$ cat config.mk
export PLATFORM = sky130hd
export DESIGN_NAME = fast_window_ctrl
export DESIGN_NICKNAME = d
export VERILOG_FILES = /design/src/rtl/fast_pkg.sv /design/src/rtl/fast_xy_counter.sv /design/src/rtl/fast_window_ctrl.sv
export SDC_FILE = /design/constraint.sdc
export NUM_CORES = 1
export LEC_CHECK = 0
export ABC_AREA = 1
export BUFFER_PORTS_ARGS = -buffer_cell sky130_fd_sc_hd__buf_2
export CELL_PAD_IN_SITES_DETAIL_PLACEMENT = 0
export CELL_PAD_IN_SITES_GLOBAL_PLACEMENT = 1
export CORE_UTILIZATION = 45
export CTS_CLUSTER_SIZE = 10
export DETAILED_ROUTE_END_ITERATION = 12
export PLACE_DENSITY_LB_ADDON = 0.12
export SLEW_MARGIN = 20
export SYNTH_ARGS = -nofsm -noshare
export SYNTH_HDL_FRONTEND = slang
export SYNTH_SLANG_ARGS = --single-unit
export TNS_END_PERCENT = 50
$ cat constraint.sdc
create_clock -name clk -period 4 [get_ports clk]
set_input_delay 0.4 -clock clk [delete_from_list [all_inputs] [get_ports clk]]
set_output_delay 0.4 -clock clk [all_outputs]
set_load 0.005 [all_outputs]
$ cat src/rtl/fast_pkg.sv
// rtl/fast_pkg.sv - shared constants for the FAST window frame sequencer
package fast_pkg;

    localparam int BORDER = 3;

    localparam logic [1:0] RES_NONE     = 2'b00;
    localparam logic [1:0] RES_640X480  = 2'b01;
    localparam logic [1:0] RES_1280X720 = 2'b10;
    localparam logic [1:0] RES_ANY      = 2'b11;

    localparam logic [1:0] IDLE  = 2'd0;
    localparam logic [1:0] RUN   = 2'd1;
    localparam logic [1:0] FLUSH = 2'd2;
    localparam logic [1:0] DONE  = 2'd3;

endpackage

$ cat src/rtl/fast_xy_counter.sv
// rtl/fast_xy_counter.sv - raster x/y counter, x wraps at last_x and carries into y
module fast_xy_counter #(
    parameter int DIM_W = 11
) (
    input  logic             clk,
    input  logic             rst_n,
    input  logic             clr,
    input  logic             en,
    input  logic [DIM_W-1:0] last_x,
    output logic [DIM_W-1:0] x,
    output logic [DIM_W-1:0] y
);

    always_ff @(posedge clk) begin
        if (!rst_n || clr) begin
            x <= '0;
            y <= '0;
        end else if (en) begin
            if (x == last_x) begin
                x <= '0;
                y <= y + 1'b1;
            end else begin
                x <= x + 1'b1;
            end
        end
    end

endmodule

$ cat src/rtl/fast_window_ctrl.sv
// rtl/fast_window_ctrl.sv - FAST 7x7 window frame sequencer; FAST_WIN_STATS_EN adds win_valid counters
module fast_window_ctrl #(
    parameter int DIM_W         = 11,
    parameter int BORDER        = fast_pkg::BORDER,
    parameter int ALLOW_ANY_RES = 0
) (
    input  logic             clk,
    input  logic             rst_n,
    input  logic             in_H_SYNC,
    input  logic             in_V_SYNC,
    input  logic             in_data_en,
    input  logic [DIM_W-1:0] width,
    input  logic [DIM_W-1:0] height,
    output logic             shift_en,
    output logic             pad_sel,
    output logic [1:0]       res_code,
    output logic [DIM_W-1:0] center_x,
    output logic [DIM_W-1:0] center_y,
    output logic             center_vld,
    output logic             win_valid,
    output logic             frame_start,
    output logic             frame_done,
    output logic             cfg_error
`ifdef FAST_WIN_STATS_EN
    ,
    output logic [21:0]      valid_cnt,
    output logic [21:0]      valid_cnt_last
`endif
);

    localparam int OFF_W = DIM_W + 2;
    localparam int CNT_W = 2 * DIM_W + 1;

    logic [1:0]       state;
    logic             vsync_d;
    logic [DIM_W-1:0] w_reg, h_reg, last_x;
    logic [OFF_W-1:0] flush_len, flush_cnt;
    logic [CNT_W-1:0] cnt_shift;
    logic [DIM_W-1:0] in_x, in_y, ctr_x, ctr_y;
    logic [1:0]       res_next;
    logic             vsync_rise, accept, in_shift, last_pix, center_now, in_win;
    logic             unused_hsync;

    assign unused_hsync = in_H_SYNC;
    assign vsync_rise   = in_V_SYNC & ~vsync_d;
    assign last_x       = w_reg - 1'b1;
    // Center lags the newest pixel by 3 lines plus 3 pixels.
    assign flush_len    = ({2'b00, w_reg} << 1) + {2'b00, w_reg} + OFF_W'(3);

    always_comb begin
        res_next = fast_pkg::RES_NONE;
        if (width == DIM_W'(640) && height == DIM_W'(480))
            res_next = fast_pkg::RES_640X480;
        else if (width == DIM_W'(1280) && height == DIM_W'(720))
            res_next = fast_pkg::RES_1280X720;
        else if (ALLOW_ANY_RES != 0 && width >= DIM_W'(2 * BORDER + 2) &&
                 height >= DIM_W'(2 * BORDER + 2))
            res_next = fast_pkg::RES_ANY;
    end

    assign accept     = (state == fast_pkg::IDLE) && vsync_rise && (res_next != fast_pkg::RES_NONE);
    assign in_shift   = (state == fast_pkg::RUN) && in_data_en;
    assign shift_en   = in_shift || (state == fast_pkg::FLUSH);
    assign pad_sel    = (state == fast_pkg::FLUSH);
    assign last_pix   = in_shift && (in_x == last_x) && (in_y == h_reg - 1'b1);
    assign center_now = shift_en && (cnt_shift >= CNT_W'(flush_len));
    assign in_win     = (ctr_x >= DIM_W'(BORDER)) && (ctr_x <= w_reg - DIM_W'(BORDER + 1)) &&
                        (ctr_y >= DIM_W'(BORDER)) && (ctr_y <= h_reg - DIM_W'(BORDER + 1));

    fast_xy_counter #(.DIM_W(DIM_W)) u_in_xy (
        .clk    (clk),
        .rst_n  (rst_n),
        .clr    (accept),
        .en     (in_shift),
        .last_x (last_x),
        .x      (in_x),
        .y      (in_y)
    );

    fast_xy_counter #(.DIM_W(DIM_W)) u_ctr_xy (
        .clk    (clk),
        .rst_n  (rst_n),
        .clr    (accept),
        .en     (center_now),
        .last_x (last_x),
        .x      (ctr_x),
        .y      (ctr_y)
    );

    always_ff @(posedge clk) begin
        if (!rst_n) begin
            state       <= fast_pkg::IDLE;
            vsync_d     <= 1'b0;
            w_reg       <= '0;
            h_reg       <= '0;
            res_code    <= fast_pkg::RES_NONE;
            flush_cnt   <= '0;
            cnt_shift   <= '0;
            center_x    <= '0;
            center_y    <= '0;
            center_vld  <= 1'b0;
            win_valid   <= 1'b0;
            frame_start <= 1'b0;
            frame_done  <= 1'b0;
            cfg_error   <= 1'b0;
        end else begin
            vsync_d     <= in_V_SYNC;
            frame_start <= 1'b0;
            frame_done  <= 1'b0;
            center_vld  <= center_now;
            win_valid   <= center_now && in_win;
            if (center_now) begin
                center_x <= ctr_x;
                center_y <= ctr_y;
            end
            if (shift_en)
                cnt_shift <= cnt_shift + 1'b1;
            case (state)
                fast_pkg::IDLE: begin
                    if (vsync_rise) begin
                        res_code <= res_next;
                        w_reg    <= width;
                        h_reg    <= height;
                        if (accept) begin
                            state       <= fast_pkg::RUN;
                            frame_start <= 1'b1;
                            cnt_shift   <= '0;
                            center_x    <= '0;
                            center_y    <= '0;
                            cfg_error   <= 1'b0;
                        end else begin
                            cfg_error <= 1'b1;
                        end
                    end
                end
                fast_pkg::RUN: begin
                    if (vsync_rise)
                        cfg_error <= 1'b1;
                    if (last_pix) begin
                        state     <= fast_pkg::FLUSH;
                        flush_cnt <= '0;
                    end
                end
                fast_pkg::FLUSH: begin
                    if (vsync_rise)
                        cfg_error <= 1'b1;
                    flush_cnt <= flush_cnt + 1'b1;
                    if (flush_cnt == flush_len - 1'b1)
                        state <= fast_pkg::DONE;
                end
                default: begin
                    state      <= fast_pkg::IDLE;
                    frame_done <= 1'b1;
                end
            endcase
        end
    end

`ifdef FAST_WIN_STATS_EN
    always_ff @(posedge clk) begin
        if (!rst_n) begin
            valid_cnt      <= '0;
            valid_cnt_last <= '0;
        end else begin
            if (frame_start)
                valid_cnt <= '0;
            else if (win_valid)
                valid_cnt <= valid_cnt + 1'b1;
            if (frame_done)
                valid_cnt_last <= valid_cnt;
        end
    end
`endif

endmodule

==> out/results.txt, run 1 <==
share of cells above drive strength 1 -> 0.114
Post-synth EDFFs -> 0
Slew HR -> 0.602
max cap viols -> 0
clock-pin slew on the worst setup and hold paths -> 0.06 ns
element type at the critical path end -> register
total number of H-tree levels -> 4
detailed-placement wirelength estimate -> 18600 um
post-layout power -> 5.52 mW
overall via count from detail_route -> 8776
clock network latency to the later pin of the worst-skew pair -> 0.44 ns
Area Overhead vs Synth -> 13.6%
setup repair after global routing missed its margin -> no
Worst path depth -> 27
Netlist cell types -> 46
largest registers in the final layout -> cnt_shift x23, flush_cnt x13
number of iterations in the first detailed-routing pass -> 5
CTS tree -> built
# clock sinks -> 134
result of the run -> complete, no violations
dominant delay contributor by cell family on the critical path -> simple AND/OR/NAND/NOR gates
setup_tns -> 0 ns
Crit path arrival time -> 3.99 ns
vias in the first global route -> 7929
count of input and output buffers -> 56
flip-flop count of the largest register, all copies and words added -> 23
number of rows in the core area -> 52
Worst R2R Path Depth -> 27
worst-path fanout max -> 11
number of buffer and inverter instances along the worst setup path -> 5
switching share of total power -> 0.420
Max VDD drop -> 369 uV
Async SR Flop Fraction -> 0
via-per-instance ratio -> 5.05
remaining antenna violation count -> 0
GRT Residual Overflow -> 0
total wire length after detailed routing -> 24500 um
predominant post-synthesis flop cell -> dfxtp_1
clock period minus worst slack -> 3.63 ns
Wirelength per Cell -> 14.1 um
starting density of the core -> 0.463
final critical-path share of the clock period -> 0.909
root buffer selected by CTS -> clkbuf_16
post-route DRC violation count -> 0
Mapped Nets -> 1500
post-synthesis average cell area -> 6.83 um^2
share of power burned in the clock network -> 0.296
Die Footprint -> 21700 um^2
share of total power in sequential cells -> 0.271
area of the placeable core -> 20500 um^2
Iter 0 DRT Violations -> 397
cell depth of the worst min-delay path -> 3
antenna diode count -> 0
first-pass GRT wire length -> 40500 um
startpoint-to-endpoint class of the critical path -> register to register
combinational group share of total power -> 0.433
die boundary height -> 147 um
biggest cell delay along the critical path -> 0.36 ns
antenna violations before repair -> 0
number of CTS-inserted buffers -> 17
switching power summed over all nets -> 2.32 mW
global placer's final weighted congestion -> 0.842
netlist area before placement -> 9500 um^2
Tightest Hold Check Type -> primary input to register
Top-Level Pins -> 58
count of final setup violators -> 0
Net count, final -> 1565
cell at the slowest stage of the critical path -> ha_1
worst reg-to-reg setup slack -> 0.37 ns
die boundary width -> 147 um
post-cts gate resize count -> 0
part of the Yosys area used for sequential elements -> 0.282
Yosys warning total -> 0
transition time at the pin with the least slew margin -> 0.596 ns
final hold violations -> 0
flops & latches, synth -> 134
hold-fix buffer count after cts -> 0
maximum operating frequency -> 275 MHz
crit path launch type -> register
register name with the most flops -> cnt_shift
cell seen most often among critical-path stages -> nand2_1
largest net degree at the start of global routing -> 49
CP required -> 4.36 ns
Leak -> 4.77 nW
synthesized instance count -> 1390
power per unit of standard cell area -> 512 nW/um^2
cell-internal power -> 3.20 mW
final worst clock skew -> 0.0137 ns
maximum count of clock buffers along a single path -> 2
count of buffers added by post-CTS timing repair for setup -> 0
overall routing resource usage -> 0.234
Max Transition Viols Final -> 0
==> logic make-up (layout without fill, tap and decap cells) <==
| logic type | after synthesis | in the layout | synth area share |
|---|---|---|---|
| buf+inv | 203 | 281 | 0.0854 |
| simple gates | 670 | 670 | 0.310 |
| xor+xnor | 115 | 115 | 0.108 |
| flops | 134 | 134 | 0.282 |
| compound gates | 185 | 185 | 0.104 |
| fa+ha+maj | 83 | 83 | 0.109 |
==> worst min-delay path: cells and delay by family <==
family        cells  cell delay [ns]
buf+inv           2             0.13
simple gates      1             0.04
==> cell usage after synthesis (all sizes together), types with 2 or more instances <==
cell     instances  area, um^2
o2111ai          3        26.3
nand4           34         213
nor2           149         579
nor4            15         100
clkinv           2        7.51
xnor2           24         210
o21ai           60         308
a221oi           2        17.5
nand3b           6        45.0
dfxtp          134        2680
buf             13        95.1
nand2          338        1310
a21boi           2        18.8
inv            167         629
or2              4        25.0
nor3b            4        30.0
ha              83        1040
a21oi          112         572
xor2            91         820
nor3            38         210
clkbuf          21        78.8
nand3           80         415
==> per-layer routing <==
| metal | part of all wire | track usage | vias up |
|---|---|---|---|
| li1 | - | - | 4656 |
| met5 | 0 | 0 | - |
| met1 | 0.55 | 0.355 | 3931 |
| met4 | 0.010 | 0.0582 | 0 |
| met3 | 0.039 | 0.0385 | 21 |
| met2 | 0.41 | 0.340 | 168 |
==> cell usage in the layout (no fill, tap or decap), drive strengths merged <==
cell type,instances
a21boi,2
xnor2,24
nor4b,1
and2,1
buf,80
inv,173
clkinv,7
a31oi,1
nor4,15
nand4,34
or2,4
o31ai,1
clkbuf,18
clkinvlp,1
a211oi,1
xor2,91
nor3,38
nand3b,6
o21ai,60
nand2,338
a31o,1
dfxtp,134
o211ai,1
ha,83
o2111ai,3
bufinv,2
nor2,149
o21a,1
nand3,80
a21oi,112
nor3b,4
a221oi,2
==> area by class of cell <==
cell class	instances	area, um^2
sequential	134	2680
timing repair buffer	80	498
multi-input combinational	1053	6030
clock buffer	18	429
fill	2100	9710
tap	270	338
clock inverter	14	165
inverter	169	637
==> power groups by stage <==
stage	Combinational, mW	Clock [mW]	Sequential (mW)
final	2.39	1.63	1.49
after floorplan	1.76	0	1.52
after CTS	2.38	1.66	1.49
after global placement	2.33	0	1.52
after detailed placement	2.36	0	1.52
after global routing	2.71	1.73	1.50
==> metrics by stage <==
stage | cells | hold WS, ns | setup WS (ns) | cell area [um^2] | utilization
global placement | 1706 | 0.448 | 0.248 | 10200 | 0.496
CTS | 1738 | 0.157 | 0.156 | 10800 | 0.525
finish | 1738 | 0.160 | 0.365 | 10800 | 0.526
detailed placement | 1706 | 0.452 | 0.187 | 10200 | 0.496
floorplan | 1390 | 0.444 | 0.561 | 9500 | -
global route | 1738 | 0.161 | 0.0223 | 10800 | 0.526
==> path summary, 6_finish.rpt <==
| kind | endpoint | from |
|---|---|---|
| worst max-delay path | center_y[3] | w_reg[5] |
| worst min-delay path | vsync_d | in_V_SYNC |
| worst max register to register | center_y[3] | w_reg[5] |
| worst min register to register | center_x[3] | center_x[3] |
No activity file was read; power rests on OpenSTA's default activity.
==> inputs of run 2 (changes only) <==
--- a/config.mk
+++ b/config.mk
@@ -9,7 +9,7 @@
 export BUFFER_PORTS_ARGS = -buffer_cell sky130_fd_sc_hd__buf_2
 export CELL_PAD_IN_SITES_DETAIL_PLACEMENT = 0
 export CELL_PAD_IN_SITES_GLOBAL_PLACEMENT = 1
-export CORE_UTILIZATION = 45
+export CORE_UTILIZATION = 40
 export CTS_CLUSTER_SIZE = 10
 export DETAILED_ROUTE_END_ITERATION = 12
 export PLACE_DENSITY_LB_ADDON = 0.12
==> out/results.txt, run 2 (same netlist as run 1, synthesis figures left out) <==
final hold violations -> 0
Area Overhead vs Synth -> 14.1%
Tightest Hold Check Type -> primary input to register
antenna diode count -> 0
clock network latency to the later pin of the worst-skew pair -> 0.43 ns
via-per-instance ratio -> 4.90
GRT Residual Overflow -> 0
overall via count from detail_route -> 8768
detailed-placement wirelength estimate -> 19300 um
Slew HR -> 0.622
count of buffers added by post-CTS timing repair for setup -> 0
power per unit of standard cell area -> 507 nW/um^2
Iter 0 DRT Violations -> 407
starting density of the core -> 0.406
overall routing resource usage -> 0.215
clock-pin slew on the worst setup and hold paths -> 0.07 ns
cell at the slowest stage of the critical path -> dfxtp_1
max cap viols -> 0
post-cts gate resize count -> 0
remaining antenna violation count -> 0
Leak -> 4.77 nW
die boundary height -> 156 um
number of CTS-inserted buffers -> 17
placed cell areas -> 10200 um^2
root buffer selected by CTS -> clkbuf_16
global placer's final weighted congestion -> 0.866
vias in the first global route -> 8160
largest registers in the final layout -> cnt_shift x23, flush_cnt x13
CP required -> 4.32 ns
largest net degree at the start of global routing -> 37
number of non-filler instances in the completed layout -> 1790
post-layout instance area -> 10800 um^2
number of rows in the core area -> 56
final worst clock skew -> 0.0102 ns
hold-fix buffer count after cts -> 0
Die Footprint -> 24400 um^2
crit path launch type -> register
worst-path fanout max -> 11
Wirelength per Cell -> 14.0 um
commonest cells after routing, fill and taps aside -> 323 x nand2_1, 160 x inv_1, 142 x nor2_1
# clock sinks -> 134
startpoint-to-endpoint class of the critical path -> register to register
element type at the critical path end -> register
placed cell count -> 1758
Max Transition Viols Final -> 0
number of iterations in the first detailed-routing pass -> 5
clock period minus worst slack -> 3.65 ns
final critical-path share of the clock period -> 0.913
area of the placeable core -> 23400 um^2
most common cell after layout, fill and taps aside -> nand2_1
Net count, final -> 1568
antenna violations before repair -> 0
first-pass GRT wire length -> 41700 um
Crit path arrival time -> 3.97 ns
post-route DRC violation count -> 0
total number of H-tree levels -> 4
share of cells above drive strength 1 -> 0.116
result of the run -> complete, no violations
Top-Level Pins -> 58
maximum count of clock buffers along a single path -> 2
post-layout power -> 5.50 mW
maximum operating frequency -> 274 MHz
count of final setup violators -> 0
flip-flop count of the largest register, all copies and words added -> 23
register name with the most flops -> cnt_shift
CTS tree -> built
post-layout utilization of the core -> 0.463
biggest cell delay along the critical path -> 0.40 ns
die boundary width -> 156 um
total wire length after detailed routing -> 25000 um
transition time at the pin with the least slew margin -> 0.567 ns
cell seen most often among critical-path stages -> nand2_1
count of input and output buffers -> 56
Max VDD drop -> 261 uV
[run 2: cell count changes in the layout (fill, tap and decap cells not counted), sizes merged]
| cell | previous run | this run |
|---|---|---|
| clkinvlp | 1 | 3 |
| clkbuf | 18 | 19 |
| inv | 173 | 176 |
| bufinv | 2 | 1 |
| buf | 80 | 83 |
| clkinv | 7 | 2 |
[run 2: path summary, 6_finish.rpt]
check | start | endpoint | slack [ns] | cells after the start
hold reg to reg | center_x[7] | center_x[7] | 0.46 | 2
setup / recovery | w_reg[7] | center_y[8] | 0.35 | 25
hold / removal | in_V_SYNC | vsync_d | 0.16 | 3
setup reg to reg | w_reg[7] | center_y[8] | 0.35 | 25
[run 2: cell type report]
class                           instances  area, um^2
Multi-Input combinational cell       1053        6030
Clock buffer                           19         443
Tap cell                              319         399
Fill cell                            2517       12600
Timing Repair Buffer                   83         508
Inverter                              169         637
Sequential cell                       134        2680
Clock inverter                         13         136
[run 2: critical path, delay by kind of cell (launching register included)]
| kind | cells | cell delay (ns) |
|---|---|---|
| flip-flops | 1 | 0.40 |
| AO/OA/AOI/OAI | 2 | 0.27 |
| buffers and inverters | 4 | 0.46 |
| adder cells (fa/ha/maj) | 3 | 0.95 |
| AND/OR/NAND/NOR | 16 | 1.46 |
[run 2: report_power, final]
group          switching (mW)  leakage, nW  internal [mW]
registers              0.0765         1.09           1.41
logic                    1.56         3.41          0.858
clock network           0.697        0.276          0.894
[run 2: per-stage QoR]
stage	hold WS, ns	worst slack (ns)	TNS, ns
2_1_floorplan	0.444	0.561	0
3_3_place_gp	0.450	0.247	0
3_5_place_dp	0.452	0.214	0
4_1_cts	0.145	0.190	0
5_1_grt	0.201	-0.00865	-0.0171
6_report	0.159	0.348	0
[run 2: per-layer routing]
metal	GRT usage	part of all wire	routed length (um)	up-vias
li1	-	-	-	4651
met1	0.323	0.55	13700	3953
met2	0.322	0.41	10200	151
met3	0.0233	0.035	876	13
met4	0.0570	0.0090	225	0
met5	0	0	0	-
==> inputs of run 3 (changes only) <==
--- a/config.mk
+++ b/config.mk
@@ -6,7 +6,9 @@
 export NUM_CORES = 1
 export LEC_CHECK = 0
 export ABC_AREA = 1
+export ABC_CLOCK_PERIOD_IN_PS = 4500
 export BUFFER_PORTS_ARGS = -buffer_cell sky130_fd_sc_hd__buf_2
+export CAP_MARGIN = 10
 export CELL_PAD_IN_SITES_DETAIL_PLACEMENT = 0
 export CELL_PAD_IN_SITES_GLOBAL_PLACEMENT = 1
 export CORE_UTILIZATION = 40
==> constraint.sdc (replaced) <==
create_clock -name clk -period 4.5 [get_ports clk]
set_input_delay 0.45 -clock clk [delete_from_list [all_inputs] [get_ports clk]]
set_output_delay 0.45 -clock clk [all_outputs]
set_load 0.005 [all_outputs]
==> out/results.txt, run 3 (same netlist as run 1, synthesis figures left out) <==
result of the run -> complete, no violations
placed cell areas -> 10100 um^2
origin of the worst min-delay path -> in_V_SYNC
share of cells above drive strength 1 -> 0.104
remaining antenna violation count -> 0
dominant delay contributor by cell family on the critical path -> simple AND/OR/NAND/NOR gates
post-route DRC violation count -> 0
die boundary height -> 156 um
Area Overhead vs Synth -> 13.2%
cell depth of the worst min-delay path -> 3
Endpoint, Worst Hold -> vsync_d
largest registers in the final layout -> cnt_shift x23, flush_cnt x13
most common cell after layout, fill and taps aside -> nand2_1
critical-path cell list -> inv_1 -> ha_1 -> ha_1 -> nand2_2 -> inv_1 -> a21oi_1 -> nand3_1 -> nand2_1 -> inv_1 -> ha_1 -> nand2_1 -> inv_1 -> a221oi_1 -> nand2_1 -> nand2_1 -> nand2_1 -> nand2_1 -> nand2_1 -> o21ai_2 -> nand2_1 -> nand2_1 -> buf_12 -> nand2_1 -> a21oi_1
worst reg-to-reg setup slack -> 0.46 ns
overall routing resource usage -> 0.216
maximum operating frequency -> 248 MHz
worst-path fanout max -> 33
end of the worst register-to-register path -> u_ctr_xy.x[1]
clock period minus worst slack -> 4.04 ns
cell seen most often among critical-path stages -> nand2_1
Iter 0 DRT Violations -> 452
minimum setup slack in the final design -> 0.460 ns
FF-to-FF Start -> w_reg[7]
max cap viols -> 0
setup_tns -> 0 ns
Worst path depth -> 24
flip-flop count of the largest register, all copies and words added -> 23
final hold violations -> 0
via-per-instance ratio -> 4.89
Slew HR -> 0.419
worst-case setup slack after placement -> 0.392 ns
count of final setup violators -> 0
CTS tree -> built
crit path launch type -> register
largest net degree at the start of global routing -> 41
maximum count of clock buffers along a single path -> 2
Crit path arrival time -> 4.38 ns
die boundary width -> 156 um
post-layout instance area -> 10800 um^2
startpoint-to-endpoint class of the critical path -> register to register
vias in the first global route -> 8034
antenna diode count -> 0
clock-pin slew on the worst setup and hold paths -> 0.06 ns
post-layout power -> 4.92 mW
# clock sinks -> 134
Max Transition Viols Final -> 0
first-pass GRT wire length -> 41900 um
final critical-path share of the clock period -> 0.898
Net count, final -> 1554
setup repair after global routing missed its margin -> no
root buffer selected by CTS -> clkbuf_16
GRT Residual Overflow -> 0
number of buffer and inverter instances along the worst setup path -> 5
total number of H-tree levels -> 4
power per unit of standard cell area -> 458 nW/um^2
number of CTS-inserted buffers -> 17
final worst clock skew -> 0.0109 ns
Top-Level Pins -> 58
starting density of the core -> 0.406
Worst R2R Path Depth -> 24
global placer's final weighted congestion -> 0.884
hold-fix buffer count after cts -> 0
element type at the critical path end -> register
count of input and output buffers -> 56
antenna violations before repair -> 0
Leak -> 4.73 nW
overall via count from detail_route -> 8686
cell at the slowest stage of the critical path -> dfxtp_1
detailed-placement wirelength estimate -> 19100 um
Max VDD drop -> 209 uV
transition time at the pin with the least slew margin -> 0.870 ns
number of iterations in the first detailed-routing pass -> 5
total wire length after detailed routing -> 25200 um
register name with the most flops -> cnt_shift
area of the placeable core -> 23400 um^2
Tightest Hold Check Type -> primary input to register
CP required -> 4.84 ns
clock network latency to the later pin of the worst-skew pair -> 0.42 ns
Die Footprint -> 24400 um^2
number of rows in the core area -> 56
commonest cells after routing, fill and taps aside -> 324 x nand2_1, 160 x inv_1, 142 x nor2_1
biggest cell delay along the critical path -> 0.42 ns
Wirelength per Cell -> 14.2 um
==> run 3: power breakdown <==
part           total (mW)  switching [mW]  internal [mW]
Clock                1.52           0.625          0.892
Sequential           1.34          0.0821           1.26
Combinational        2.07            1.35          0.717
Total                4.92            2.06           2.87
==> run 3: layout make-up <==
| class | count | area [um^2] |
|---|---|---|
| inverter | 169 | 637 |
| timing repair buffer | 69 | 403 |
| clock buffer | 18 | 429 |
| clock inverter | 14 | 189 |
| multi-input combinational | 1053 | 6010 |
| tap | 319 | 399 |
| fill | 2485 | 12700 |
| sequential | 134 | 2680 |
==> run 3: worst max-delay path by stage <==
| stage | startpoint | to | slack (ns) |
|---|---|---|---|
| global placement | w_reg[3] | u_ctr_xy.x[2] | 0.46 |
| finish | w_reg[7] | u_ctr_xy.x[1] | 0.46 |
| floorplan | w_reg[2] | u_ctr_xy.y[1] | 1.06 |
| CTS | w_reg[3] | u_ctr_xy.x[1] | 0.33 |
| detailed placement | w_reg[3] | u_ctr_xy.x[10] | 0.39 |
| global route | w_reg[7] | u_ctr_xy.x[1] | 0.09 |
==> run 3: routing by layer <==
metal	global-route usage	wire length (um)	up-vias
met5	0	0	-
met1	0.326	13800	3903
li1	-	-	4632
met3	0.0303	889	13
met2	0.317	10200	138
met4	0.0565	274	0
==> run 3: repair_timing <==
action | in CTS | in global routing
endpoints found under the setup margin | 0 | 12
resized for setup | 0 | 2
setup buffers | 0 | 0
==> run 3: stage by stage <==
| step | instances | utilization | hold slack [ns] |
|---|---|---|---|
| floorplan | 1390 | - | 0.444 |
| global placement | 1744 | 0.433 | 0.449 |
| detailed placement | 1744 | 0.433 | 0.454 |
| CTS | 1776 | 0.459 | 0.213 |
| global route | 1776 | 0.459 | 0.228 |
| finish | 1776 | 0.459 | 0.224 |
==> run 3: worst min-delay path: stages <==
cell and delay [ns]:
buf_2 0.09, nand2_1 0.04, inv_1 0.04
